### src/rtl/pipe_hazard_ctrl.sv
// rtl/pipe_hazard_ctrl.sv - 5-stage pipeline hazard sequencer
// Forwarding selects, load-use bubbles, branch flush and memory-port arbitration with watchdog.
module pipe_hazard_ctrl #(
  parameter int FLUSH_DEPTH = 2,
  parameter int MEM_TIMEOUT = 15
) (
  input  logic       clk,
  input  logic       reset,
  input  logic       decd_valid,
  input  logic [3:0] decd_rega,
  input  logic [3:0] decd_regb,
  input  logic       decd_usea,
  input  logic       decd_useb,
  input  logic       exec_valid,
  input  logic       exec_wr_en,
  input  logic       exec_is_load,
  input  logic [3:0] exec_wr_reg,
  input  logic       memw_valid,
  input  logic       memw_wr_en,
  input  logic       memw_mem_req,
  input  logic [3:0] memw_wr_reg,
  input  logic       wrbk_valid,
  input  logic       wrbk_wr_en,
  input  logic [3:0] wrbk_wr_reg,
  input  logic       branch_taken,
  input  logic       fetch_req,
  input  logic       mem_ready,
  output logic [1:0] fwd_a_sel,
  output logic [1:0] fwd_b_sel,
  output logic       stall_front,
  output logic       bubble_exec,
  output logic       flush_front,
  output logic       stall_pipe,
  output logic       mem_grant_data,
  output logic       mem_grant_fetch,
  output logic       mem_timeout_err
);

  typedef enum logic [1:0] {IDLE, DATA_WAIT, FETCH_WAIT} mem_state_t;

  mem_state_t state, state_nxt;
  logic [7:0] wait_cnt, wait_cnt_nxt;
  logic [2:0] flush_cnt;
  logic       timeout_err;
  logic       grant_data, grant_fetch, timeout_hit, stall, flush_active, lu;
  logic       ex_hit_a, ex_hit_b, mw_hit_a, mw_hit_b, wb_hit_a, wb_hit_b;

  function automatic logic [1:0] fwd_select(input logic use_reg, input logic [3:0] rd,
                                            input logic ex_hit, input logic mw_hit,
                                            input logic wb_hit, input logic ex_load);
    if (!use_reg || rd == 4'd15) return 2'd0;
    if (ex_hit)                  return ex_load ? 2'd0 : 2'd1;
    if (mw_hit)                  return 2'd2;
    if (wb_hit)                  return 2'd3;
    return 2'd0;
  endfunction

  assign ex_hit_a = exec_valid && exec_wr_en && (exec_wr_reg == decd_rega);
  assign ex_hit_b = exec_valid && exec_wr_en && (exec_wr_reg == decd_regb);
  assign mw_hit_a = memw_valid && memw_wr_en && (memw_wr_reg == decd_rega);
  assign mw_hit_b = memw_valid && memw_wr_en && (memw_wr_reg == decd_regb);
  assign wb_hit_a = wrbk_valid && wrbk_wr_en && (wrbk_wr_reg == decd_rega);
  assign wb_hit_b = wrbk_valid && wrbk_wr_en && (wrbk_wr_reg == decd_regb);

  assign lu = decd_valid && exec_is_load &&
              ((decd_usea && decd_rega != 4'd15 && ex_hit_a) ||
               (decd_useb && decd_regb != 4'd15 && ex_hit_b));

  always_comb begin
    state_nxt    = state;
    wait_cnt_nxt = wait_cnt;
    grant_data   = 1'b0;
    grant_fetch  = 1'b0;
    timeout_hit  = 1'b0;
    case (state)
      IDLE: begin
        wait_cnt_nxt = 8'd0;
        if (memw_mem_req) begin
          grant_data = 1'b1;
          if (!mem_ready) state_nxt = DATA_WAIT;
        end else if (fetch_req) begin
          grant_fetch = 1'b1;
          if (!mem_ready) state_nxt = FETCH_WAIT;
        end
      end
      DATA_WAIT, FETCH_WAIT: begin
        grant_data  = (state == DATA_WAIT);
        grant_fetch = (state == FETCH_WAIT);
        if (mem_ready) begin
          state_nxt    = IDLE;
          wait_cnt_nxt = 8'd0;
        end else if (wait_cnt == 8'(MEM_TIMEOUT - 1)) begin
          // this wait cycle is the MEM_TIMEOUT-th; abort at the edge
          state_nxt    = IDLE;
          wait_cnt_nxt = 8'd0;
          timeout_hit  = 1'b1;
        end else begin
          wait_cnt_nxt = wait_cnt + 8'd1;
        end
      end
      default: state_nxt = IDLE;
    endcase
  end

  assign stall        = (grant_data || grant_fetch) && !mem_ready;
  assign flush_active = !stall && (branch_taken || flush_cnt != 3'd0);

  always_ff @(posedge clk or posedge reset) begin
    if (reset) begin
      state       <= IDLE;
      wait_cnt    <= 8'd0;
      flush_cnt   <= 3'd0;
      timeout_err <= 1'b0;
    end else begin
      state    <= state_nxt;
      wait_cnt <= wait_cnt_nxt;
      if (timeout_hit) timeout_err <= 1'b1;
      if (!stall) begin
        if (branch_taken)           flush_cnt <= 3'(FLUSH_DEPTH - 1);
        else if (flush_cnt != 3'd0) flush_cnt <= flush_cnt - 3'd1;
      end
    end
  end

  // reset gates the combinational paths so every output reads 0 during reset
  assign fwd_a_sel       = reset ? 2'd0 : fwd_select(decd_usea, decd_rega, ex_hit_a, mw_hit_a, wb_hit_a, exec_is_load);
  assign fwd_b_sel       = reset ? 2'd0 : fwd_select(decd_useb, decd_regb, ex_hit_b, mw_hit_b, wb_hit_b, exec_is_load);
  assign stall_pipe      = !reset && stall;
  assign mem_grant_data  = !reset && grant_data;
  assign mem_grant_fetch = !reset && grant_fetch;
  assign flush_front     = !reset && flush_active;
  assign stall_front     = !reset && !stall && !flush_active && lu;
  assign bubble_exec     = !reset && !stall && !flush_active && lu;
  assign mem_timeout_err = timeout_err;

endmodule

### config.mk
export PLATFORM = sky130hd
export DESIGN_NAME = pipe_hazard_ctrl
export DESIGN_NICKNAME = d
export VERILOG_FILES = /design/src/rtl/pipe_hazard_ctrl.sv
export SDC_FILE = /design/constraint.sdc
export NUM_CORES = 1
export LEC_CHECK = 0
export BUFFER_PORTS_ARGS = -buffer_cell sky130_fd_sc_hd__buf_2
export CORE_ASPECT_RATIO = 1.4
export CORE_MARGIN = 4
export CORE_UTILIZATION = 40
export CTS_CLUSTER_DIAMETER = 30
export DETAILED_ROUTE_END_ITERATION = 10
export PLACE_DENSITY = 0.66
export SKIP_LAST_GASP = 1
export SYNTH_ARGS = -nofsm -noshare
export SYNTH_HDL_FRONTEND = slang
export SYNTH_SLANG_ARGS = --single-unit
export TNS_END_PERCENT = 5
### constraint.sdc
create_clock -name clk -period 2.7 [get_ports clk]
set_clock_uncertainty 0.1 [all_clocks]
set_input_delay 0.135 -clock clk [delete_from_list [all_inputs] [get_ports clk]]
set_output_delay 0.135 -clock clk [all_outputs]
set_load 0.005 [all_outputs]
==> results of run 1 <==
[cell type report]
class / count / area, um2 / share of cell area [%]
repair buffers: 48 / 248 / 15.0
flip-flops and latches: 14 / 350 / 21.1
clock buffers: 3 / 41.3 / 2.49
inverters: 12 / 45.0 / 2.72
well taps: 39 / 48.8 / 2.95
multi-input cells: 120 / 923 / 55.7
[per-layer routing]
metal | routed length [um] | global-route usage, % | share of wire, %
met5 | 0 | 0 | 0
met4 | 114 | 7.42 | 3.1
met3 | 263 | 2.88 | 7.3
met2 | 1950 | 33.9 | 54
met1 | 1300 | 16.2 | 36
[path summary, 6_finish.rpt]
check	startpoint	endpoint	slack (ps)	cells after the start
min in group asynchronous	reset	wait_cnt[3]	400	4
worst max register to register	state[1]	flush_cnt[1]	590	6
worst min-delay path	branch_taken	flush_cnt[0]	110	3
max in group asynchronous	reset	wait_cnt[6]	1930	4
worst max-delay path	state[1]	flush_front	410	7
worst min register to register	mem_timeout_err	mem_timeout_err	380	1
[what timing repair did]
item                                   in CTS  in global routing
endpoints found under the hold margin      14                  0
hold buffers                                1                  0
buffers inserted                            0                  0
[flip-flops by register name, indices dropped and copies added, names as in the netlist]
name,flops
mem_timeout_err,1
wait_cnt,8
state,2
flush_cnt,3
[cell usage after synthesis, types with 2 or more instances]
master	n
mux2_1	2
nand2b_1	3
a22o_1	4
ha_1	6
xor2_1	15
and2_1	2
and4_1	5
nand3_1	7
clkbuf_1	3
nand4_1	4
nor3b_1	2
nand2_1	5
inv_1	12
mux2i_1	3
nor2_1	16
a21bo_2	2
xnor2_1	10
nor3_1	3
dfrtp_1	14
a21oi_1	7
o31ai_1	2
nand4b_1	4
[power by group through the flow]
stage | clock, uW | combinational [uW] | sequential (uW)
floorplan | 0 | 340 | 282
global placement | 0 | 435 | 299
detailed placement | 0 | 455 | 306
CTS | 168 | 459 | 302
global route | 179 | 514 | 310
finish | 165 | 453 | 303
[stage by stage]
step | hold WS, ps | std cells | power, uW | cell area (um2) | setup slack, ps
4_1_cts | 110 | 236 | 929 | 1660 | 381
3_3_place_gp | 110 | 232 | 733 | 1610 | 678
6_report | 106 | 236 | 921 | 1660 | 410
3_5_place_dp | 112 | 232 | 760 | 1610 | 566
5_1_grt | 147 | 236 | 1000 | 1660 | 250
2_1_floorplan | -65.5 | 150 | 622 | 1340 | 700
[logic make-up (layout without fill, tap and decap cells)]
group                      count (synthesis)  after routing
AOI/OAI and AO/OA                         28             28
muxes                                      6              6
adders and majority gates                  6              6
buffers and inverters                     16             63
xor gates and xnor gates                  25             25
and+or+nand+nor                           55             55
DFF                                       14             14
[tightest hold or removal path: cells and delay by family]
family | cells | cell delay (ps)
buf+inv | 1 | 110
mux | 1 | 110
simple gates | 1 | 40
==> metrics, run 1 <==
status complete, no violations; worst slew pin tran a little over 400 ps; sequential power share 32.9%; diode count 0; drt first pass iters 3; CTS tree yes; core box area 3150 um2; max_cap viols 0; Vias approximately 1300; Avg Vias per Cell 5.50; final setup vio count 0; Yosys warnings 0; Compound-Gate Fraction of Synth Area between 15 and 20%; commonest non-fill, non-tap cells in the layout buf_2, nor2_1, xor2_1; Remaining DRCs 0; Comb pwr share 49.2%; die height ~76 um; critical path, cell by cell inv_1 > ha_1 > o21a_1 > o31ai_2 > a21boi_2 > and2_1 > buf_2; Tot GR Track Use 17.0%; max-slew violation count 0; Port Buffer Count 46; cell type group with the largest total delay on the critical path compound AO/OA/AOI/OAI gates; Synth area leaders dfrtp_1, xor2_1, xnor2_1; dominant synthesized flop cell dfrtp_1; Initial Utilization 42.4%; crit-path max FO 9; crit path launch type flip-flop; crit path time final 2290 ps; WL/cell 15.4 um; die width 56.9 um; Worst EP required 2470 ps; mux cell area share after synthesis 4.77%; commonest non-fill, non-tap cell in the layout buf_2; # rows 24; EDFF count, synth 0; Hold Crit Class input pin to flip-flop; Worst-Skew Late Latency 240 ps; RSZ-0062 raised after global routing no; Post-Synth Simple-Gate Area 24.3%; max incr delay on CP 510 ps; WP buf/inv 2; Synth Instances 150; CP Data Arrival Time between 2000 and 2500 ps; routability congestion estimate ~0.93; final hold vios 0; Synthesized Nets 192; slowest stage cell, crit path dfrtp_1; Post-Route WL 3.62 mm; Async SR Flop Fraction 100%; period utilization 84.8%; endpoint type of the worst setup path output pin; P per Cell Area roughly 560 nW/um2; XOR/XNOR Fraction of Synth Area between 10% and 20%; H-tree depth 1; static leakage 0.000796 uW; setup TNS 0 ps; clock-pin slew on the worst setup and hold paths approximately 50 ps; Yosys cell types 41; Avg Cell Area, Syn 8.92 um2; Netlist Area Pre-Place between 1000 and 1500 um2; Ports between 40 and 50; CTS root buffer clkbuf_8; Max IR drop VDD about 0.00043 V; clock buffer depth 2; clock sinks 14; register area share after synthesis 26.2%; PostCTS Resize Cnt 0; Final nets roughly 240; synthesized flop and latch total 14; post-route ant nets 0; switching share of total power 39.0%; max frequency 0.437 GHz; die area 4350 um2; post-synthesis adder-cell area fraction under 10%; Layout area overhead 23.9%; Clk pwr share ~18%; initial antenna violation count 0; post-synth top area cell dfrtp_1; first-pass GRT wire length approximately 6.0 mm; vias in the first global route 1349; Layout fillers 313; CTS buffer count 3; Psw 359 uW; DR iter-0 viols 46; largest net degree at the start of global routing 17; internal power 562 uW; grt total ovfl 0; CP Class flip-flop to output pin; largest family of logic cells by synthesized area simple AND/OR/NAND/NOR gates; Yosys top cell area share around a quarter; DP Wirelength between 3 and 4 mm; max_slew headroom 72.3%; fin util around 53%; layout cell share with drive strength beyond 1 29.9%
Note: power is estimated with default switching activity, not from simulation.
==> inputs of run 2 (changes only) <==
==> constraint.sdc (replaced) <==
create_clock -name clk -period 2.13 [get_ports clk]
set_clock_uncertainty 0.1 [all_clocks]
set_input_delay 0.1065 -clock clk [delete_from_list [all_inputs] [get_ports clk]]
set_output_delay 0.1065 -clock clk [all_outputs]
set_load 0.005 [all_outputs]
==> run 2 against run 1 <==
Via count is essentially flat. Cell area grew 2.5%. Global-route usage grew 0.26 points. Clock power grew 30%. Die area is the same. Routed wire length grew 3.8%. Flip-flop and latch count is the same. Non-clock buffer count grew 3. Critical endpoint unchanged.
==> metrics, run 2 (synthesis gave the netlist of run 1 again) <==
status complete, no violations; clock-pin slew on the worst setup and hold paths 50 ps (about the same); max_cap viols 0 (unchanged); clock buffer depth 2 (unchanged); CP Data Arrival Time 1750 ps (-310 ps); largest net degree at the start of global routing 17 (unchanged); layout cell share with drive strength beyond 1 31.5% (+1.6 points); DP Wirelength 3.10 mm (+1.4%); biggest regs wait_cnt x8, flush_cnt x3, state x2; Tot GR Track Use 17.3% (+0.26 points); clock sinks 14 (unchanged); final setup vio count 0 (unchanged); drt first pass iters 4 (+1); Ports 47 (unchanged); setup TNS 0 ps (unchanged); # rows 24 (unchanged); die width 56.9 um (unchanged); endpoint type of the worst setup path output pin; R2R Path Start state[0]; Layout area overhead 26.9%; slowest stage cell, crit path dfrtp_1; FF-to-FF path depth 6 (unchanged); first-pass GRT wire length 6.13 mm (+1.6%); CTS root buffer clkbuf_8; diode count 0 (unchanged); final hold vios 0 (unchanged); WP buf/inv 2 (unchanged); max layer used met4; DR iter-0 viols 35 (-24%); worst setup path end flush_front; Setup crit start state[0]; CTS buffer count 3 (unchanged); Port Buffer Count 46 (unchanged); Worst-Skew Late Latency 250 ps (about the same); routability congestion estimate 0.929 (-0.59%); commonest non-fill, non-tap cells in the layout buf_2, nor2_1, xor2_1; placed cells 235 (+1.3%); Setup Fix Bufs, Post-CTS 0 (unchanged); RSZ-0062 raised after global routing no; max_slew headroom 71.2% (-1.1 points); initial antenna violation count 0 (unchanged); Reg-to-Reg End flush_cnt[1]; Hold Crit Class input pin to flip-flop; Avg Vias per Cell 5.44 (-1.2%); die area 4350 um2 (unchanged); cell type group with the largest total delay on the critical path compound AO/OA/AOI/OAI gates; Initial Utilization 42.4% (unchanged); worst slew pin tran 429 ps (+16.6 ps); met2 routed WL 2.03 mm (+4.2%); period utilization 91.8%; Worst EP required 1920 ps (-550 ps); commonest non-fill, non-tap cell in the layout buf_2; max incr delay on CP 340 ps (-170 ps); post-route ant nets 0 (unchanged); wl on met1 1.36 mm (+4.5%); Vias 1300 (+0.077%); Critical Path Stages 7 (unchanged); critical path, cell by cell inv_1 > ha_2 > o21a_1 > o31ai_4 > a21boi_4 > and2_1 > buf_2; DR WL met3 275 um (+4.6%); P per Cell Area 735 nW/um2 (+32%); Max IR drop VDD 0.000583 V (+37%); max-slew violation count 0 (unchanged); vias in the first global route 1361 (+0.89%); core box area 3150 um2 (unchanged); max FFs per register 8 (unchanged); crit path time final ~2000 ps; FF-to-FF setup slack 340 ps (-250 ps); static leakage 0.000817 uW (+2.7%); H-tree depth 1 (unchanged); Final nets 244 (+1.2%); Post-Route WL 3.76 mm (+3.8%); CP Class flip-flop to output pin; CTS tree yes; grt total ovfl 0 (unchanged); crit path launch type flip-flop; crit-path max FO 5 (-4); Biggest register wait_cnt; Remaining DRCs 0 (unchanged); final non-filler cell total 239 (+1.3%); max frequency 0.511 GHz; WL/cell 15.7 um (+2.5%); die height 76.4 um (unchanged)
==> run 2: worst min-delay path by stage <==
stage / start / end / slack [ps] / depth (start not counted)
2_1_floorplan: reset / flush_cnt[0] / -90 / 1
3_3_place_gp: reset / flush_cnt[1] / 90 / 3
3_5_place_dp: reset / flush_cnt[0] / 90 / 3
4_1_cts: branch_taken / flush_cnt[0] / 100 / 3
5_1_grt: branch_taken / flush_cnt[0] / 110 / 3
6_report: branch_taken / flush_cnt[0] / 90 / 3
==> run 2: metrics by stage <==
stage | hold WS [ps] | setup WS (ps) | utilization [%] | area [um2] | power (uW)
2_1_floorplan | -94.0 | 130 | - | 1340 | 788
3_3_place_gp | 85.9 | 290 | 51.6 | 1630 | 967
3_5_place_dp | 89.3 | 243 | 51.6 | 1630 | 999
4_1_cts | 101 | 65.8 | 53.3 | 1680 | 1220
5_1_grt | 111 | 8.05 | 53.8 | 1700 | 1350
6_report | 93.1 | 174 | 53.8 | 1700 | 1250
==> run 2: layer usage <==
metal / global-route usage [%] / up-vias
li1: - / 640
met1: 17.1 / 597
met2: 33.3 / 53
met3: 3.22 / 10
met4: 7.89 / 0
met5: 0 / -
==> run 2: what timing repair did <==
item	4_1_cts	5_1_grt
hold buffers	1	0
hold endpoints to repair	14	0
endpoints found under the setup margin	0	3
resized for setup	0	3
==> run 2: area by class of cell <==
| class | count | area (um2) |
|---|---|---|
| repair buffers | 51 | 270 |
| flip-flops and latches | 14 | 350 |
| multi-input cells | 120 | 942 |
| inverters | 12 | 45.0 |
| clock buffers | 3 | 41.3 |
| fillers | 293 | 1460 |
| well taps | 39 | 48.8 |
==> run 2: where the power goes <==
part           internal, uW  total, uW  switching (uW)
clock network           125        215            89.5
logic                   316        679             363
registers               321        354            32.5
==> run 2: worst reg2reg max path: cells and delay by family, from the launching register on <==
family | cells | cell delay (ps)
AOI/OAI and AO/OA | 3 | 600
DFF | 1 | 340
muxes | 1 | 340
adders and majority gates | 1 | 220
buffers and inverters | 1 | 80
==> inputs of run 3 (changes only) <==
--- a/config.mk
+++ b/config.mk
@@ -7,7 +7,6 @@
 export LEC_CHECK = 0
 export BUFFER_PORTS_ARGS = -buffer_cell sky130_fd_sc_hd__buf_2
 export CORE_ASPECT_RATIO = 1.4
-export CORE_MARGIN = 4
 export CORE_UTILIZATION = 40
 export CTS_CLUSTER_DIAMETER = 30
 export DETAILED_ROUTE_END_ITERATION = 10
==> run 3 against run 2 <==
Register-to-register slack got worse by 160 ps. Die area fell by 18%. Non-clock buffer count rose by 1. Core utilization rose by 0.32 points. Routed wire length fell by 5.6%. Cell count rose by 0.84%. Total power rose by 3.1%. Flip-flop and latch count did not move. Fmax fell by 2.7%. Highest routed layer unchanged. Via count rose by 0.46%. Critical endpoint is now stall_front. Setup slack got worse by 55 ps. Worst hold slack got worse by 1.3 ps. Largest cell class unchanged.
==> metrics, run 3 (synthesis gave the netlist of run 1 again) <==
CTS tree yes; Post-Place Worst Slack 226 ps (-17.0 ps); critical path, cell by cell inv_1 > ha_1 > o21a_1 > o31ai_2 > buf_4 > nand3_1 > a21oi_1 > buf_2; commonest non-fill, non-tap cell in the layout buf_2; clock-pin slew on the worst setup and hold paths 60 ps (about the same); H-tree depth 1 (unchanged); die height 70.4 um (-7.9%); sequential power share 27.5% (-0.8 points); setup ws final 119 ps (-55.3 ps); DR iter-0 viols 19 (-46%); drt first pass iters 4 (unchanged); DP Wirelength 2.88 mm (-7.0%); max_cap viols 0 (unchanged); max FFs per register 8 (unchanged); P per Cell Area 753 nW/um2 (+2.5%); Worst-Skew Late Latency 250 ps (about the same); worst slew pin tran 462 ps (+32.8 ps); WL/cell 14.7 um (-6.3%); static leakage 0.000829 uW (+1.4%); diode count 0 (unchanged); CP Class flip-flop to output pin; slowest stage cell, crit path dfrtp_1; Comb pwr share 51.9% (-2.5 points); largest net degree at the start of global routing 17 (unchanged); die width 50.9 um (-11%); period utilization 94.4% (+2.6 points); fin util 54.2% (+0.32 points); Remaining DRCs 0 (unchanged); Hold Worst Slack 91.8 ps (-1.30 ps); first-pass GRT wire length 5.77 mm (-6.0%); internal power 803 uW (+5.3%); status complete, no violations; vias in the first global route 1331 (-2.2%); routability congestion estimate 0.856 (-7.9%); CTS buffer count 3 (unchanged); crit path launch type flip-flop; clock sinks 14 (unchanged); clock buffer depth 2 (unchanged); post-route ant nets 0 (unchanged); crit path time final 2010 ps (+55.3 ps); core box area 3150 um2 (unchanged); max_slew headroom 69.2% (-2.0 points); # rows 24 (unchanged); crit-path max FO 5 (unchanged); initial antenna violation count 0 (unchanged); layout cell share with drive strength beyond 1 31.7% (+0.18 points); commonest non-fill, non-tap cells in the layout buf_2, nor2_1, xor2_1; Hold Crit Class input pin to flip-flop; Port Buffer Count 46 (unchanged); Tot GR Track Use 21.1% (+3.8 points); Psw 483 uW (-0.37%); R2R Path Start state[0]; Max IR drop VDD 0.000579 V (-0.72%); final hold vios 0 (unchanged); Pwr Total 1290 uW (+3.1%); hold_sp branch_taken; max frequency 0.497 GHz (-2.7%); biggest regs wait_cnt x8, flush_cnt x3, state x2; Clk pwr share 20.5% (+3.3 points); max-slew violation count 0 (unchanged); Initial Utilization 42.4% (unchanged); final setup vio count 0 (unchanged); Avg Vias per Cell 5.42 (-0.37%); Ports 47 (unchanged); switching share of total power 37.6% (-1.3 points); die area 3580 um2 (-18%); endpoint type of the worst setup path output pin; CTS root buffer clkbuf_8; Setup crit start state[0]; Worst EP required 1920 ps (about the same); max incr delay on CP 350 ps (about the same); Layout fillers 318 (+8.5%); CP Data Arrival Time 1800 ps (+50 ps); grt total ovfl 0 (unchanged); Biggest register wait_cnt; Vias 1306 (+0.46%); Post-Route WL 3.55 mm (-5.6%); Layout area overhead 27.7%; Final nets 245 (+0.41%)
run 3: changes by cell type in the layout (fill, tap and decap cells not counted), sizes merged:
cell    previous run  this run
buf               50        51
clkbuf             3         4
run 3: final cells by class:
type                       count  area [um2]  share of cell area [%]
inverter                      12        45.0                    2.64
multi-input combinational    120         931                    54.5
timing repair buffer          52         278                    16.3
tap                           39        48.8                    2.86
clock buffer                   4        55.1                    3.22
sequential                    14         350                    20.5
run 3: through the flow:
stage	std cells	setup TNS (ps)	area, um2
6_report	241	0	1710
5_1_grt	241	-27.0	1710
4_1_cts	240	0	1690
3_5_place_dp	235	0	1630
3_3_place_gp	235	0	1630
2_1_floorplan	150	0	1340
run 3: final timing paths:
kind / to / slack (ps) / cells after the start
max in group asynchronous: state[0] / 1400 / 4
min in group asynchronous: flush_cnt[2] / 360 / 4
max reg2reg: flush_cnt[1] / 180 / 7
min reg2reg: mem_timeout_err / 380 / 1
min: flush_cnt[0] / 90 / 3
max: stall_front / 120 / 8
run 3: power groups by stage:
stage               clock network [uW]  logic, uW  registers (uW)
floorplan                            0        430             358
global placement                     0        610             356
detailed placement                   0        636             358
CTS                                268        643             355
global route                       278        743             361
finish                             264        668             354
run 3: per-layer routing:
metal	wire [um]	part of all wire, %	vias to the layer above	track usage [%]
li1	-	-	640	-
met5	0	0	-	0
met2	1930	54	49	41.9
met3	146	4.1	12	1.53
met4	150	4.2	0	11.7
met1	1330	37	605	20.1
run 3: what timing repair did:
| action | in CTS | in global routing |
|---|---|---|
| hold buffers | 1 | 0 |
| resized for setup | 0 | 1 |
| hold endpoints to repair | 14 | 0 |
| setup buffers | 0 | 1 |
| setup endpoints to repair | 0 | 1 |
run 3: worst max-delay path, delay by kind of cell (launching register included):
kind            cells  cell delay [ps]
compound gates      3              510
buf+inv             3              380
flops               1              350
fa+ha+maj           1              250
simple gates        1               60
